===== src/rtl/rom_load_sequencer.sv =====
// Steers the HPS ioctl ROM download into three on-chip ROM regions and keeps the
// Battlezone core in reset until a complete, in-range image has loaded and settled.
module rom_load_sequencer #(
    parameter int R0_SIZE = 12288,
    parameter int R1_SIZE = 4096,
    parameter int R2_SIZE = 1024,
    parameter int AW      = 14,
    parameter int SETTLE  = 255
) (
    input  logic          clk_sys,
    input  logic          reset,
    input  logic          ioctl_download,
    input  logic          ioctl_wr,
    input  logic [24:0]   ioctl_addr,
    input  logic [7:0]    ioctl_dout,
    output logic [2:0]    rom_we,
    output logic [AW-1:0] rom_waddr,
    output logic [7:0]    rom_wdata,
    output logic          cpu_hold,
    output logic          load_ok,
    output logic          load_err
);

    localparam int TOTAL = R0_SIZE + R1_SIZE + R2_SIZE;
    localparam int CW    = $clog2(TOTAL + 1);

    localparam logic [24:0]   R1_BASE     = 25'(R0_SIZE);
    localparam logic [24:0]   R2_BASE     = 25'(R0_SIZE + R1_SIZE);
    localparam logic [24:0]   IMAGE_END   = 25'(TOTAL);
    localparam logic [CW-1:0] TOTAL_CNT   = CW'(TOTAL);
    localparam logic [15:0]   SETTLE_LAST = 16'(SETTLE - 1);

    typedef enum logic [2:0] {
        S_BOOT,
        S_LOAD,
        S_CHECK,
        S_SETTLE,
        S_RUN
    } state_t;

    state_t        state, state_next;
    logic [CW-1:0] byte_cnt;
    logic          overflow;
    logic [15:0]   settle_cnt;

    logic          image_ok;
    logic          load_wr;
    logic [2:0]    we_dec;
    logic [24:0]   offset;

    assign image_ok = (byte_cnt == TOTAL_CNT) && !overflow;
    assign load_wr  = (state == S_LOAD) && ioctl_wr;
    assign cpu_hold = (state != S_RUN);

    // Region decode on the full 25-bit address, so high bits never alias into range.
    always_comb begin
        // NOTE: every always_comb output gets a default first so no path can infer a latch.
        we_dec = 3'b000;
        offset = '0;
        if (ioctl_addr < R1_BASE) begin
            we_dec = 3'b001;
            offset = ioctl_addr;
        end else if (ioctl_addr < R2_BASE) begin
            we_dec = 3'b010;
            offset = ioctl_addr - R1_BASE;
        end else if (ioctl_addr < IMAGE_END) begin
            we_dec = 3'b100;
            offset = ioctl_addr - R2_BASE;
        end
    end

    always_comb begin
        state_next = state;
        case (state)
            S_BOOT:   if (ioctl_download) state_next = S_LOAD;
            S_LOAD:   if (!ioctl_download) state_next = S_CHECK;
            S_CHECK:  state_next = image_ok ? S_SETTLE : S_BOOT;
            S_SETTLE: begin
                if (ioctl_download)                 state_next = S_LOAD;
                else if (settle_cnt == SETTLE_LAST) state_next = S_RUN;
            end
            S_RUN:    if (ioctl_download) state_next = S_LOAD;
            default:  state_next = S_BOOT;
        endcase
    end

    // NOTE: sequential state uses non-blocking assignments only; reset is sampled on the clock edge.
    always_ff @(posedge clk_sys) begin
        if (reset) begin
            state      <= S_BOOT;
            rom_we     <= 3'b000;
            rom_waddr  <= '0;
            rom_wdata  <= '0;
            load_ok    <= 1'b0;
            load_err   <= 1'b0;
            byte_cnt   <= '0;
            overflow   <= 1'b0;
            settle_cnt <= '0;
        end else begin
            state  <= state_next;
            rom_we <= 3'b000;

            if (state != S_LOAD && state_next == S_LOAD) begin
                byte_cnt <= '0;
                overflow <= 1'b0;
                load_ok  <= 1'b0;
                load_err <= 1'b0;
            end

            // A strobe in the cycle download falls still lands before CHECK looks at the count.
            if (load_wr) begin
                if (we_dec != 3'b000) begin
                    rom_we    <= we_dec;
                    rom_waddr <= offset[AW-1:0];
                    rom_wdata <= ioctl_dout;
                    if (byte_cnt != TOTAL_CNT) byte_cnt <= byte_cnt + CW'(1);
                end else begin
                    overflow <= 1'b1;
                end
            end

            if (state == S_CHECK) begin
                load_ok  <= image_ok;
                load_err <= !image_ok;
            end

            if (state == S_CHECK)       settle_cnt <= '0;
            else if (state == S_SETTLE) settle_cnt <= settle_cnt + 16'd1;
        end
    end

endmodule

===== config.mk =====
export PLATFORM = sky130hd
export DESIGN_NAME = rom_load_sequencer
export DESIGN_NICKNAME = d
export VERILOG_FILES = /design/src/rtl/rom_load_sequencer.sv
export SDC_FILE = /design/constraint.sdc
export NUM_CORES = 1
export LEC_CHECK = 0
export ABC_AREA = 1
export BUFFER_PORTS_ARGS = -buffer_cell sky130_fd_sc_hd__buf_2
export CORE_MARGIN = 2
export CORE_UTILIZATION = 27
export CTS_BUF_LIST = sky130_fd_sc_hd__clkbuf_8
export CTS_CLUSTER_DIAMETER = 30
export DETAILED_ROUTE_END_ITERATION = 6
export GPL_TIMING_DRIVEN = 1
export SLEW_MARGIN = 20
export SYNTH_ARGS = -nofsm -noshare
export SYNTH_HDL_FRONTEND = slang
export SYNTH_SLANG_ARGS = --single-unit

===== constraint.sdc =====
create_clock -name clk_sys -period 2 [get_ports clk_sys]
set_clock_uncertainty 0.2 [all_clocks]
set_input_delay 0.2 -clock clk_sys [delete_from_list [all_inputs] [get_ports clk_sys]]
set_output_delay 0.2 -clock clk_sys [all_outputs]
set_load 0.01 [all_outputs]

==> out/metrics.yaml <==
outcome: "finished, final reports clean"
netlist_instances: 422
fin_util_pct: 38.5
first_pass_iters: 4
final_common_cell: "nor2_1"
synth.distinct_cells: 32
antenna_found_initial: 0
drive_gt1_share_pct: 26.0
crit_chain: "dlygate4sd3_1 -> inv_2 -> nand3_2 -> nor2_2 -> nand2_1 -> nand2_1 -> inv_2 -> nor2_8 -> buf_6 -> clkbuf_16 -> o21ai_0 -> nor2_1"
cp_data_required_time_ns: 2.08
synthArstFlopShare_pct: 0
ys_seq_area_share_pct: 41.8
total_power_mw: 2.45
ir_drop_uv: 470
relSlewSlack_pct: 80.5
clk_path_buf_depth: 2
tritoncts: "built"
pin_count: 65
cts_buffers: 9
clk_latency_ns: 0.34
cts_root_buffer: "clkbuf_8"
synth_edf_count: 0
start_kind: "input pin"
vias_per_cell: 4.61
route.detailed.drc: 0
cp.arrival_ns: 2.02
grt_use_total_pct: 14.0
holdPathStages: 3
wl_met2_microns: 3880
leakage_nw: 1.79
synth_nets: 463
slowest_stage: "dlygate4sd3_1"
hold_viol_final: 0
min_path_type: "input pin to register"
die_h_microns: 109
grt_pass1_vias: 2972
layout_common_cells: "83 x nor2_1, 62 x buf_2, 61 x nand2_1"
avgSynthCellArea_sq_um: 7.03
portBuffers: 64
setup_viol: 0
grt-ovfl-total: 0
cp_slowest_stage_delay_ns: 0.61
rows: 38
core-area_sq_um: 10800
vias: 3111
period_needed_ns: 1.94
drtAntennaViolNets: 0
clkTransAtPathRegs_ns: 0.07
fmax_mhz: 515
top_layer_used: "met4"
route.met3.wl_microns: 466
grt_max_degree: 25
cp.depth: 12
diodes: 0
place_congestion: 0.821
area_growth_syn_to_layout_pct: 40.1
crit_buf_inv: 5
worst_slew_pin_slew_ns: 0.291
h-tree-depth: 3
wl_per_cell_microns: 12.0
grt_pass1_wl_microns: 13100
cts_sinks: 62
synth-main-ff-cell: "dfxtp_1"
fin_crit_sh_pct: 97.0
criticalPathCategory: "input pin to register"
path_max_fanout: 11
drt-initial-drc-count: 129
yosys_warnings: 0
met1_length_microns: 3540
dieArea_sq_um: 11800
cp_top_family: "buffers and inverters"
synth_area_sq_um: 2970
place_hpwl_microns: 5300
reg2regPathDepth: 8
maxCapViolCount: 0
power_density_nw_per_um2: 591
start_util_pct: 27.5
routed_wl_microns: 8070
finalSetupTns_ns: 0
nets: 571
end_kind: "register"
dieWidth_microns: 109
synth_seq_cells: 62
drv_slew: 0
## timing repair
item / CTS / global route
hold endpoints to repair: 27 / 0
setup buffers: 0 / 7
hold buffers: 27 / 0
gates resized for setup: 0 / 39
setup endpoints to repair: 0 / 22
## layer usage
| layer | track usage, % | vias to the layer above |
|---|---|---|
| met1 | 16.4 | 1424 |
| li1 | - | 1586 |
| met4 | 6.32 | 0 |
| met3 | 4.42 | 15 |
| met2 | 23.3 | 86 |
| met5 | 0 | - |
## where the power goes
group	internal, mW	switching (mW)
clock network	0.557	0.486
logic	0.0841	0.0849
registers	1.24	0.00410
## final timing paths
kind                          startpoint                     endpoint  slack [ns]
max                       ioctl_addr[13]    rom_waddr[8]$_SDFFE_PP0P_        0.06
min                                reset   rom_waddr[13]$_SDFFE_PP0P_        0.08
max reg2reg   settle_cnt[1]$_SDFFE_PP0P_      byte_cnt[10]$_SDFF_PP0_        0.12
min reg2reg  settle_cnt[14]$_SDFFE_PP0P_  settle_cnt[14]$_SDFFE_PP0P_        0.26
## synthesized netlist by cell type (3+ instances only)
cell type | instances | area (sq um)
nor3_1 | 12 | 60.1
nor2_1 | 85 | 319
nand4_1 | 7 | 43.8
xnor2_1 | 3 | 26.3
xor2_1 | 5 | 43.8
nor2_2 | 4 | 25.0
a21oi_1 | 30 | 150
dfxtp_1 | 62 | 1240
clkbuf_1 | 6 | 22.5
nand2_2 | 5 | 31.3
inv_2 | 9 | 33.8
nand3_1 | 30 | 150
o21ai_0 | 35 | 175
ha_1 | 4 | 50.1
nand2_1 | 64 | 240
inv_1 | 36 | 135
buf_2 | 4 | 20.0
## through the flow
stage                     hold WS, ns  cell area, sq um  cells  setup WS [ns]
final                          0.0838              4160    675         0.0592
after global routing           0.0837              4160    675        -0.0282
after CTS                      0.0604              3930    667        0.00549
after detailed placement        0.227              3480    624          0.110
after global placement          0.219              3480    624          0.121
after floorplan                0.0952              2970    422          0.294
## worst min-delay path, delay by kind of cell
family          cells  cell delay [ns]
buf+inv             2             0.32
compound gates      1             0.06
## flip-flops by register name, indices dropped and copies added (netlist names)
signal	count
byte_cnt	15
load_err	1
load_ok	1
overflow	1
rom_waddr	14
rom_wdata	8
rom_we	3
settle_cnt	16
state	3
## layout make-up
cell class,instances,area [sq um]
clock buffer,9,124
clock inverter,7,58.8
fill,1091,6640
inverter,46,183
multi-input combinational,305,1610
sequential,62,1240
tap,140,175
timing repair buffer,106,757
## kinds of logic (layout without fill, tap and decap cells)
logic type,after synthesis,in the layout,synth area share (%)
AO/OA/AOI/OAI,69,69,11.9
XOR/XNOR,8,8,2.36
adder cells (fa/ha/maj),4,4,1.69
buffers and inverters,57,168,7.63
flip-flops,62,62,41.8
AND/OR/NAND/NOR,222,224,34.5
Note: power is estimated with default switching activity, not from simulation.
